## config.mk

```make
export PLATFORM = sky130hd
export DESIGN_NAME = beat_scheduler_flat
export DESIGN_NICKNAME = d
export VERILOG_FILES = /design/src/rtl/metronome_pkg.sv /design/src/rtl/beat_scheduler_if.sv /design/src/rtl/beat_period_counter.sv /design/src/rtl/beat_scheduler.sv /design/src/flat_wrapper.sv
export SDC_FILE = /design/constraint.sdc
export NUM_CORES = 1
export LEC_CHECK = 0
export ABC_CLOCK_PERIOD_IN_PS = 4500
export CELL_PAD_IN_SITES_DETAIL_PLACEMENT = 0
export CELL_PAD_IN_SITES_GLOBAL_PLACEMENT = 1
export CORE_UTILIZATION = 43
export CTS_CLUSTER_DIAMETER = 50
export DETAILED_ROUTE_END_ITERATION = 10
export GPL_TIMING_DRIVEN = 0
export HOLD_SLACK_MARGIN = 0.1
export PLACE_DENSITY_LB_ADDON = 0.15
export RECOVER_POWER = 25
export SYNTH_ARGS = -nofsm -noshare
export SYNTH_HDL_FRONTEND = slang
export SYNTH_SLANG_ARGS = --single-unit
```

## constraint.sdc

```tcl
create_clock -name i_clk -period 4.5 [get_ports i_clk]
set_input_delay 0.45 -clock i_clk [delete_from_list [all_inputs] [get_ports i_clk]]
set_output_delay 0.45 -clock i_clk [all_outputs]
set_load 0.02 [all_outputs]
```

## src/rtl/metronome_pkg.sv

```systemverilog
// Shared metronome definitions: scheduler state encoding, default limits and
// the period width also used by the UART BPM receiver.
package metronome_pkg;

  localparam int PERIOD_W = 32;
  localparam logic [PERIOD_W-1:0] MIN_PERIOD_DEFAULT = 32'd1000;
  localparam int BEATS_PER_BAR_DEFAULT = 4;

  typedef enum logic [0:0] {
    ST_IDLE = 1'b0,
    ST_RUN  = 1'b1
  } state_e;

  // Beat index advance with wrap at the last beat of the bar.
  function automatic logic [7:0] next_beat_index(input logic [7:0] idx, input logic [7:0] last_idx);
    logic [7:0] nxt;
    if (idx >= last_idx) begin
      nxt = 8'd0;
    end else begin
      nxt = idx + 8'd1;
    end
    return nxt;
  endfunction

endpackage

```

## src/rtl/beat_scheduler_if.sv

```systemverilog
// Config and beat-train signals between the BPM receiver, the scheduler and
// the click/LED output stage.
interface beat_scheduler_if
  import metronome_pkg::*;
();

  logic                i_cfg_valid;
  logic [PERIOD_W-1:0] i_cfg_period;
  logic                i_enable;
  logic                o_beat;
  logic                o_accent;
  logic [7:0]          o_beat_index;
  logic [PERIOD_W-1:0] o_period;
  logic                o_pending;
  logic                o_cfg_err;
  logic                o_running;

  modport slave (
    input  i_cfg_valid, i_cfg_period, i_enable,
    output o_beat, o_accent, o_beat_index, o_period, o_pending, o_cfg_err, o_running
  );

  modport master (
    output i_cfg_valid, i_cfg_period, i_enable,
    input  o_beat, o_accent, o_beat_index, o_period, o_pending, o_cfg_err, o_running
  );

endinterface

```

## src/rtl/beat_period_counter.sv

```systemverilog
// Free-running clocks-per-beat counter; o_wrap flags the last clock of a beat
// so the scheduler can register the beat pulse on that edge.
module beat_period_counter
  import metronome_pkg::*;
(
  input  logic                i_clk,
  input  logic                i_reset_n,
  input  logic                i_clear,
  input  logic                i_enable,
  input  logic [PERIOD_W-1:0] i_period,
  output logic                o_wrap
);

  logic [PERIOD_W-1:0] count_q;
  logic [PERIOD_W-1:0] count_d;
  logic                wrap_s;

  assign wrap_s = i_enable && !i_clear && (count_q == (i_period - 32'd1));
  assign o_wrap = wrap_s;

  always_comb begin
    count_d = count_q;
    if (i_clear) begin
      count_d = '0;
    end else if (i_enable) begin
      if (wrap_s) begin
        count_d = '0;
      end else begin
        count_d = count_q + 32'd1;
      end
    end else begin
      count_d = count_q;
    end
  end

  always_ff @(posedge i_clk or negedge i_reset_n) begin
    if (!i_reset_n) begin
      count_q <= '0;
    end else begin
      count_q <= count_d;
    end
  end

endmodule

```

## src/rtl/beat_scheduler.sv

```systemverilog
// Metronome beat scheduler: shadows validated period requests and applies them
// only on beat boundaries so no beat is ever shortened or stretched.
module beat_scheduler
  import metronome_pkg::*;
#(
  parameter logic [PERIOD_W-1:0] MIN_PERIOD    = MIN_PERIOD_DEFAULT,
  parameter int                  BEATS_PER_BAR = BEATS_PER_BAR_DEFAULT
) (
  input  logic              i_clk,
  input  logic              i_reset_n,
  beat_scheduler_if.slave   bus
);

  localparam logic [7:0] LAST_IDX = 8'(BEATS_PER_BAR - 1);

  state_e              state_q, state_d;
  logic [PERIOD_W-1:0] active_q, active_d;
  logic [PERIOD_W-1:0] pend_val_q, pend_val_d;
  logic                pend_q, pend_d;
  logic [7:0]          index_q, index_d;
  logic                beat_q, beat_d;
  logic                accent_q, accent_d;
  logic                cfg_err_q, cfg_err_d;
  logic                running_q, running_d;

  logic                cnt_clear_s;
  logic                wrap_s;
  logic [7:0]          next_idx_s;

  // The counter only runs while RUN is held; leaving or entering RUN restarts it.
  assign cnt_clear_s = (state_q != ST_RUN) || !bus.i_enable;
  assign next_idx_s  = next_beat_index(index_q, LAST_IDX);

  beat_period_counter u_counter (
    .i_clk     (i_clk),
    .i_reset_n (i_reset_n),
    .i_clear   (cnt_clear_s),
    .i_enable  (1'b1),
    .i_period  (active_q),
    .o_wrap    (wrap_s)
  );

  always_comb begin
    state_d    = state_q;
    active_d   = active_q;
    pend_val_d = pend_val_q;
    pend_d     = pend_q;
    index_d    = index_q;
    beat_d     = 1'b0;
    accent_d   = 1'b0;
    cfg_err_d  = 1'b0;

    case (state_q)
      ST_IDLE: begin
        if (bus.i_enable && (pend_q || (active_q != 32'd0))) begin
          state_d  = ST_RUN;
          index_d  = 8'd0;
          beat_d   = 1'b1;
          accent_d = 1'b1;
          if (pend_q) begin
            active_d = pend_val_q;
            pend_d   = 1'b0;
          end else begin
            active_d = active_q;
          end
        end else begin
          index_d = 8'd0;
        end
      end
      ST_RUN: begin
        if (!bus.i_enable) begin
          state_d = ST_IDLE;
          index_d = 8'd0;
        end else if (wrap_s) begin
          index_d  = next_idx_s;
          beat_d   = 1'b1;
          accent_d = (next_idx_s == 8'd0);
          if (pend_q) begin
            active_d = pend_val_q;
            pend_d   = 1'b0;
          end else begin
            active_d = active_q;
          end
        end else begin
          index_d = index_q;
        end
      end
      default: begin
        state_d = ST_IDLE;
        index_d = 8'd0;
      end
    endcase

    // A request arriving on a boundary edge is applied after the one consumed there.
    if (bus.i_cfg_valid) begin
      if (bus.i_cfg_period >= MIN_PERIOD) begin
        pend_val_d = bus.i_cfg_period;
        pend_d     = 1'b1;
      end else begin
        cfg_err_d = 1'b1;
      end
    end else begin
      cfg_err_d = 1'b0;
    end

    running_d = (state_d == ST_RUN);
  end

  always_ff @(posedge i_clk or negedge i_reset_n) begin
    if (!i_reset_n) begin
      state_q    <= ST_IDLE;
      active_q   <= '0;
      pend_val_q <= '0;
      pend_q     <= 1'b0;
      index_q    <= 8'd0;
      beat_q     <= 1'b0;
      accent_q   <= 1'b0;
      cfg_err_q  <= 1'b0;
      running_q  <= 1'b0;
    end else begin
      state_q    <= state_d;
      active_q   <= active_d;
      pend_val_q <= pend_val_d;
      pend_q     <= pend_d;
      index_q    <= index_d;
      beat_q     <= beat_d;
      accent_q   <= accent_d;
      cfg_err_q  <= cfg_err_d;
      running_q  <= running_d;
    end
  end

  assign bus.o_beat       = beat_q;
  assign bus.o_accent     = accent_q;
  assign bus.o_beat_index = index_q;
  assign bus.o_period     = active_q;
  assign bus.o_pending    = pend_q;
  assign bus.o_cfg_err    = cfg_err_q;
  assign bus.o_running    = running_q;

endmodule
```

## src/flat_wrapper.sv

```systemverilog
// flat-port wrapper written by rule: the top's interface ports become plain ports
module beat_scheduler_flat import metronome_pkg::*;
#(
  parameter logic [PERIOD_W-1:0] MIN_PERIOD    = MIN_PERIOD_DEFAULT,
  parameter int                  BEATS_PER_BAR = BEATS_PER_BAR_DEFAULT
)
  (i_clk, i_reset_n, bus_i_cfg_valid, bus_i_cfg_period, bus_i_enable, bus_o_beat, bus_o_accent, bus_o_beat_index, bus_o_period, bus_o_pending, bus_o_cfg_err, bus_o_running);
  beat_scheduler_if bus_i ();
  input  logic i_clk;
  input  logic i_reset_n;
  input wire logic [$bits(bus_i.i_cfg_valid)-1:0] bus_i_cfg_valid;
  input wire logic [$bits(bus_i.i_cfg_period)-1:0] bus_i_cfg_period;
  input wire logic [$bits(bus_i.i_enable)-1:0] bus_i_enable;
  output wire logic [$bits(bus_i.o_beat)-1:0] bus_o_beat;
  output wire logic [$bits(bus_i.o_accent)-1:0] bus_o_accent;
  output wire logic [$bits(bus_i.o_beat_index)-1:0] bus_o_beat_index;
  output wire logic [$bits(bus_i.o_period)-1:0] bus_o_period;
  output wire logic [$bits(bus_i.o_pending)-1:0] bus_o_pending;
  output wire logic [$bits(bus_i.o_cfg_err)-1:0] bus_o_cfg_err;
  output wire logic [$bits(bus_i.o_running)-1:0] bus_o_running;
  assign bus_i.i_cfg_valid = bus_i_cfg_valid;
  assign bus_i.i_cfg_period = bus_i_cfg_period;
  assign bus_i.i_enable = bus_i_enable;
  assign bus_o_beat = bus_i.o_beat;
  assign bus_o_accent = bus_i.o_accent;
  assign bus_o_beat_index = bus_i.o_beat_index;
  assign bus_o_period = bus_i.o_period;
  assign bus_o_pending = bus_i.o_pending;
  assign bus_o_cfg_err = bus_i.o_cfg_err;
  assign bus_o_running = bus_i.o_running;
  beat_scheduler #(.MIN_PERIOD(MIN_PERIOD), .BEATS_PER_BAR(BEATS_PER_BAR)) u_core (.i_clk(i_clk), .i_reset_n(i_reset_n), .bus(bus_i));
endmodule
```

---- After elaboration in Yosys (flattened, before gate mapping) ----
Index checks and enable logic that the tools add are counted.
operators by class
  $add $sub $neg .......................... 3
  multiply operators ...................... 0
  div/mod/pow operators ................... 0
  $lt $le $gt $ge ......................... 2
  eq/ne operators ......................... 5
  shift-type cells ........................ 0
  multiplexer cells ....................... 28
  bitwise gates (word level) .............. 1
  reduce and logical (&&, ||, !) cells .... 10
operator list
  kind                                                                      count
  32-bit 2-to-1 mux                                                         6
  32-bit case mux with 2 select lines                                       1
  32-bit by 1-bit adder with 32-bit output (second input constant)          1
  32-bit equality test                                                      1
  32-bit by 10-bit >= comparator with 1-bit output (second input constant)  1
  32-bit nonzero test                                                       1
  32-bit by 1-bit subtractor with 32-bit output (second input constant)     1
  8-bit 2-to-1 mux                                                          3
  8-bit case mux with 2 select lines                                        1
  1-bit 2-to-1 mux                                                          13
  8-bit by 1-bit adder with 8-bit output (second input constant)            1
  8-bit by 2-bit >= comparator with 1-bit output (second input constant)    1
  8-bit zero test                                                           1
  1-bit case mux with 2 select lines                                        4
  2-bit inequality test (second input constant)                             3
  3-bit inequality test (second input constant)                             1
  3-bit AND reduction                                                       1
  1-bit logical AND                                                         2
  1-bit zero test                                                           2
  1-bit logical OR                                                          2
  2-bit AND reduction                                                       1
  1-bit inverter                                                            1
word-level totals
  register bits after elaboration ......... 109
  bits in latches ......................... 0
  memory bits (writable) .................. 0
  ROM bits ................................ 0
  bits of input ports ..................... 36
  output and inout bits ................... 45
  memories kept ........................... 0

---- Logic depth before layout (Yosys ltp) ----
Gate-level depths: netlist of run 1.
  word-level depth ........................ 9
  mapped depth ............................ 14
  gate-level depth less buffers ........... 10

---- By module ----
Synthesis of run 1 repeated with hierarchy kept, for this count alone.
unflattened totals
  cells, all modules ...................... 565
  area total of the unflattened synthesis .. 5903.2 µm²
modules (own cells, without submodules)
  module               instances  cells an instance  area an instance (µm²)  seq. area each (µm²)
  beat_scheduler       1          202                3025.4                  1926.8
  beat_period_counter  1          363                2877.8                  800.8

---- Worst setup path before layout of run 1 ----
No wires, ideal clock.
  kind .................................... register to register
  start point ............................. register u_core.active_q[0], in the netlist u_core.bus.o_period[0]
  end point ............................... register u_core.active_q[26], in the netlist u_core.bus.o_period[26]
  library setup time ...................... 0.142 ns
  arrival time ............................ 3.569 ns
  required time ........................... 4.358 ns
  setup slack ............................. 0.789 ns
  cell stages (with the launch flop) ...... 15
  clock period less this slack ............ 3.711 ns
  cell sequence ........................... dfrtp_1 > inv_1 > ha_1 > or4b_1 > buf_2 > or4_1 > buf_2 > or3_1 > a211oi_2 > o211ai_1 > or4_4 > buf_6 > buf_2 > nand3_1 > o311ai_2
between the ends
  word-level cells in the longest chain between the ends .. 5
  elaborated cells on any way between the ends .. 9
RTL lines
  element                                                                               RTL line                                         RTL
  from (decl)                                                                           beat_scheduler.sv:17                             logic [PERIOD_W-1:0] active_q, active_d;
  from (signal assigned)                                                                beat_scheduler.sv:122                            active_q <= active_d;
  32-bit by 1-bit subtractor with 32-bit output or 32-bit nonzero test (tied branches)  beat_period_counter.sv:18, beat_scheduler.sv:55
  32-bit equality test or 1-bit logical OR (tied branches)                              beat_period_counter.sv:18, beat_scheduler.sv:55
  1-bit logical AND, on equally long branches                                           beat_period_counter.sv:18, beat_scheduler.sv:55
  2-bit inequality test (no source line)                                                --
  3-bit AND reduction (no source line) *                                                --
Mark *: on every way between the ends. The rest lies on a longest branch, timed or not.
A chain may end at the register's enable or synchronous reset.

---- Worst setup path in the final report of run 1 ----
  start point ............................. register u_core.active_q[0], in the netlist u_core.bus.o_period[0]
  end point ............................... register u_core.index_q[1], in the netlist u_core.bus.o_beat_index[1]
between the ends
  word-level cells in the longest chain between the ends .. 4
RTL lines
  element                                        RTL line                   RTL
  32-bit by 1-bit subtractor with 32-bit output  beat_period_counter.sv:18  assign wrap_s = i_enable && !i_clear && (count_q == (i_period - 32'd1));
  32-bit equality test                           beat_period_counter.sv:18
  1-bit logical AND                              beat_period_counter.sv:18
  3-bit inequality test (no source line)         --
  to (signal assigned)                           beat_scheduler.sv:125      index_q <= index_d;
  to (decl)                                      beat_scheduler.sv:20       logic [7:0] index_q, index_d;
Every way passes these cells.

==> implementation parameters, run 1 <==
Parameter                              Value

Status
  Status    complete, but fails checks
  Violations in the final reports    capacitance limit, slew limit

Critical path
  CP required    4740 ps
  Setup CP Type    reg2reg
  CP cell instances    inv_1 -> ha_1 -> or4b_1 -> buf_2 -> or4_1 -> buf_2 -> or3_1 -> a211oi_2 -> o211ai_1 -> or4_4 -> o21bai_1 -> buf_2 -> o22ai_2
  RR Startpoint    u_core.bus.o_period[0]$_DFFE_PN0P_
  Largest fanout on the critical path    10
  Element type at the critical path end    flip-flop
  Largest delay contributor family on the critical path    simple AND/OR/NAND/NOR gates
  Delay of the slowest cell on the worst path    around 510 ps
  Number of buffers and inverters on the critical path    4
  Worst path arrival time    4480 ps
  CP max-delay cell    dfrtp_1
  Cell repeated most along the worst path    buf_2
  Start point of the critical path    u_core.bus.o_period[0]$_DFFE_PN0P_
  Startpoint type of the worst setup path    flip-flop

Synthesis
  Number of distinct library cells after synthesis    58
  Most used DFF post-synth    dfrtp_1
  Fraction of synthesis flops using an asynchronous set or reset pin    between 90% and 100%
  Post-synthesis instance total    778
  Post-synth top area share    40.0%
  Synthesized area per cell    8.76 sq um
  Synthesized cell area    6820 sq um
  Nets in the synthesized netlist    817
  Ys Warns    0
  Leading cell types by total area after synthesis    dfrtp_1, nand2_1, mux2_2, xnor2_1, nand3b_1
  Cell taking the most area after synthesis    dfrtp_1
  Part of the Yosys area used for sequential elements    40.0%
  Flip-flop and latch count after synthesis    109
  Number of flops mapped to enable cells by yosys    0

Clock network
  Resized Gates After CTS    0
  Number of buffers added to fix hold violations after cts    0
  Total setup buffers inserted after CTS    0
  H-tree depth reported by CTS    3
  Clk buf depth    2
  Root buffer selected by CTS    clkbuf_16
  Inserted Clock Buffers    9
  Clock-pin slew on the worst setup and hold paths    80 ps
  CTS sink cnt    109
  CTS tree    built
  Clock latency on the worst-skew pair    ~360 ps

Timing
  Fin Clk Skew    17.4 ps
  Slew at the pin closest to its max-slew limit    ~2200 ps
  Worst slack on hold paths    slightly above 500 ps
  Portion of the clock cycle consumed by the worst path in the final layout    94.2%
  Sum of negative setup slack    0 ps
  Setup repair after global routing missed its margin    no
  Number of hold-slack violations in the final timing report    0
  Final critical-path required period    ~4200 ps
  Final slew viol count    112
  Number of setup violations in the final report    0
  Slew margin rel.    -48.7%
  Highest achievable clock rate    roughly 240 MHz

Floorplan
  Initial cell density of the core    44.5%
  Core area    15300 sq um
  Die width    between 100 and 150 microns
  Overall die area    16400 sq um
  Core Rows    45
  Y dimension of the die    128 microns
  Top-level I/O count    81

Min path
  Class of the tightest hold or removal check    reg2reg
  Worst min-delay path startpoint    u_core.bus.o_beat_index[7]$_DFFE_PN0P_

Cells and area
  Proportion of layout cells with a drive suffix above 1    about a tenth
  Most common cell after layout, fill and taps aside    nand2_1
  Final #Nets    between 900 and 1000
  Area growth from synthesis to layout    20.1%
  Final antenna diode count    0
  Leading cell types in the layout, fill and taps excluded    nand2_1, dfrtp_1, clkdlybuf4s50_1
  Fillers    1434

Placed design
  Number of I/O port buffers    80
  Final weighted congestion in routability-driven placement    0.861
  Half-perimeter wire length after detailed placement    approximately 14 mm

GRT
  Number of antenna violations at the first check in global routing    0
  Global-route wire length before repair    31.6 mm
  Largest net degree at the start of global routing    between 60 and 70
  Via count of the first global-routing pass    6001
  Total Routing Usage GR    25.2%
  Total global routing overflow    0

Power
  Max IR drop VDD    0.201 mV
  Static Leakage    3.05 nW
  Power per unit of standard cell area    360 nW/um^2

Detailed routing
  Post-detailed-route DRC marker count    0
  Number of detailed-routing iterations run before antenna repair    5
  Iteration-0 DRC count of the detailed router    489
  Vias per Instance    5.78
  Post-detailed-route wirelength per cell    18.2 microns
  Via count of the routed design    6269
  DRT antenna net count    0
  Total detailed-routing wirelength    between 15 and 20 mm

Run
  # Max-Cap Violations    2
-- per-layer routing --
metal  GRT usage (%)  vias to the layer above  routed length, microns
li1                -                     2974                       -
met1            34.0                     3063                    9170
met2            40.4                      194                    9240
met3            4.01                       38                     811
met4            10.3                        0                     507
met5               0                        -                       0
-- through the flow --
step | cells | power, mW | utilization, % | area (sq um) | worst slack (ps)
4_1_cts | 1085 | 2.96 | 53.6 | 8220 | 282
5_1_grt | 1085 | 3.10 | 53.5 | 8190 | 35.4
3_3_place_gp | 1069 | 2.09 | 51.5 | 7880 | -1300
3_5_place_dp | 1070 | 2.12 | 51.6 | 7910 | 310
6_report | 1085 | 2.95 | 53.5 | 8190 | 262
2_1_floorplan | 778 | 1.75 | - | 6820 | 789
-- registers in the layout (all words and copies together), names as in the netlist --
| signal | count |
|---|---|
| u_core.bus.o_cfg_err | 1 |
| u_core.state_q | 1 |
| u_core.u_counter.count_q | 32 |
| u_core.pend_val_q | 32 |
| u_core.bus.o_pending | 1 |
| u_core.bus.o_beat | 1 |
| u_core.bus.o_beat_index | 8 |
| u_core.bus.o_period | 32 |
| u_core.bus.o_accent | 1 |
-- cells in the mapped netlist, types with 3 or more instances --
library cell and number:
o211a_1 3, mux2_2 33, nand4_1 8, buf_2 14
o21ai_0 18, nor4_1 14, and3_1 5, o311ai_2 7
a31oi_1 34, or4_4 3, o211ai_1 3, o311ai_1 25
nor2b_1 4, or3_1 11, or4_1 6, nand3b_1 37
mux2i_1 3, dfrtp_1 109, nor3_1 21, nand3_1 55
buf_1 4, nand2b_1 5, inv_1 17, xor2_1 25
xnor2_1 36, nor2_1 70, clkbuf_1 47, nand4b_1 4
ha_1 3, nand2_1 112, a21oi_1 5
-- report_power, final --
group / internal [mW] / switching (mW)
clock network: 0.441 / 0.398
registers: 1.07 / 0.134
logic: 0.381 / 0.519
total: 1.90 / 1.05
-- worst register-to-register path, cell delays in order (launching register included) --
cell and delay (ps):
dfrtp_1 510, inv_1 140, ha_1 310, or4b_1 450, buf_2 180, or4_1 390, buf_2 190, or3_1 400
a211oi_2 210, o211ai_1 110, or4_4 480, o21bai_1 320, buf_2 330, o22ai_2 100
-- cell type report --
cell class	instances	area [sq um]	share of cell area, %
multi-input combinational	585	3740	45.7
sequential	109	2730	33.3
timing repair buffer	81	800	9.76
buffer	67	284	3.47
tap	211	264	3.22
clock buffer	9	225	2.75
clock inverter	6	82.6	1.01
inverter	17	63.8	0.779
-- path summary, 6_finish.rpt --
path                                                          end  slack (ps)  depth (start not counted)
min in group asynchronous   u_core.u_counter.count_q[2]$_DFF_PN0_         750                          1
max in group asynchronous     u_core.bus.o_period[19]$_DFFE_PN0P_        1100                          2
setup reg to reg           u_core.bus.o_beat_index[1]$_DFFE_PN0P_         260                         13
setup / recovery           u_core.bus.o_beat_index[1]$_DFFE_PN0P_         260                         13
hold / removal             u_core.bus.o_beat_index[7]$_DFFE_PN0P_         510                          2
hold reg to reg            u_core.bus.o_beat_index[7]$_DFFE_PN0P_         510                          2
-- cell families (layout without fill, tap and decap cells) --
group                    count (synthesis)  in the layout  synth area share (%)
AND/OR/NAND/NOR                        368            368                  27.3
AO/OA/AOI/OAI                          117            117                  13.3
flip-flops                             109            109                  40.0
buffers and inverters                   84            180                  5.10
XOR/XNOR                                61             61                  7.84
multiplexers                            36             36                  5.89
adder cells (fa/ha/maj)                  3              3                 0.551
No activity file was read; power rests on OpenSTA's default activity.
==> run 2, diff against run 1 <==
--- a/config.mk
+++ b/config.mk
@@ -5,7 +5,7 @@
 export SDC_FILE = /design/constraint.sdc
 export NUM_CORES = 1
 export LEC_CHECK = 0
-export ABC_CLOCK_PERIOD_IN_PS = 4500
+export ABC_CLOCK_PERIOD_IN_PS = 4550
 export CELL_PAD_IN_SITES_DETAIL_PLACEMENT = 0
 export CELL_PAD_IN_SITES_GLOBAL_PLACEMENT = 1
 export CORE_UTILIZATION = 43
==> constraint.sdc (replaced) <==
create_clock -name i_clk -period 4.55 [get_ports i_clk]
set_input_delay 0.455 -clock i_clk [delete_from_list [all_inputs] [get_ports i_clk]]
set_output_delay 0.455 -clock i_clk [all_outputs]
set_load 0.02 [all_outputs]
==> results of run 2 <==
The final DEF is identical to that of run 1. Status: complete, but fails checks: capacitance limit, slew limit.
Among the figures that moved: setup slack after placement 310 ps -> 360 ps; setup slack after layout 262 ps -> 312 ps; register-to-register setup slack 260 ps -> 310 ps; total power 2.95 mW -> 2.91 mW; worst IR drop on VDD 0.201 mV -> 0.199 mV
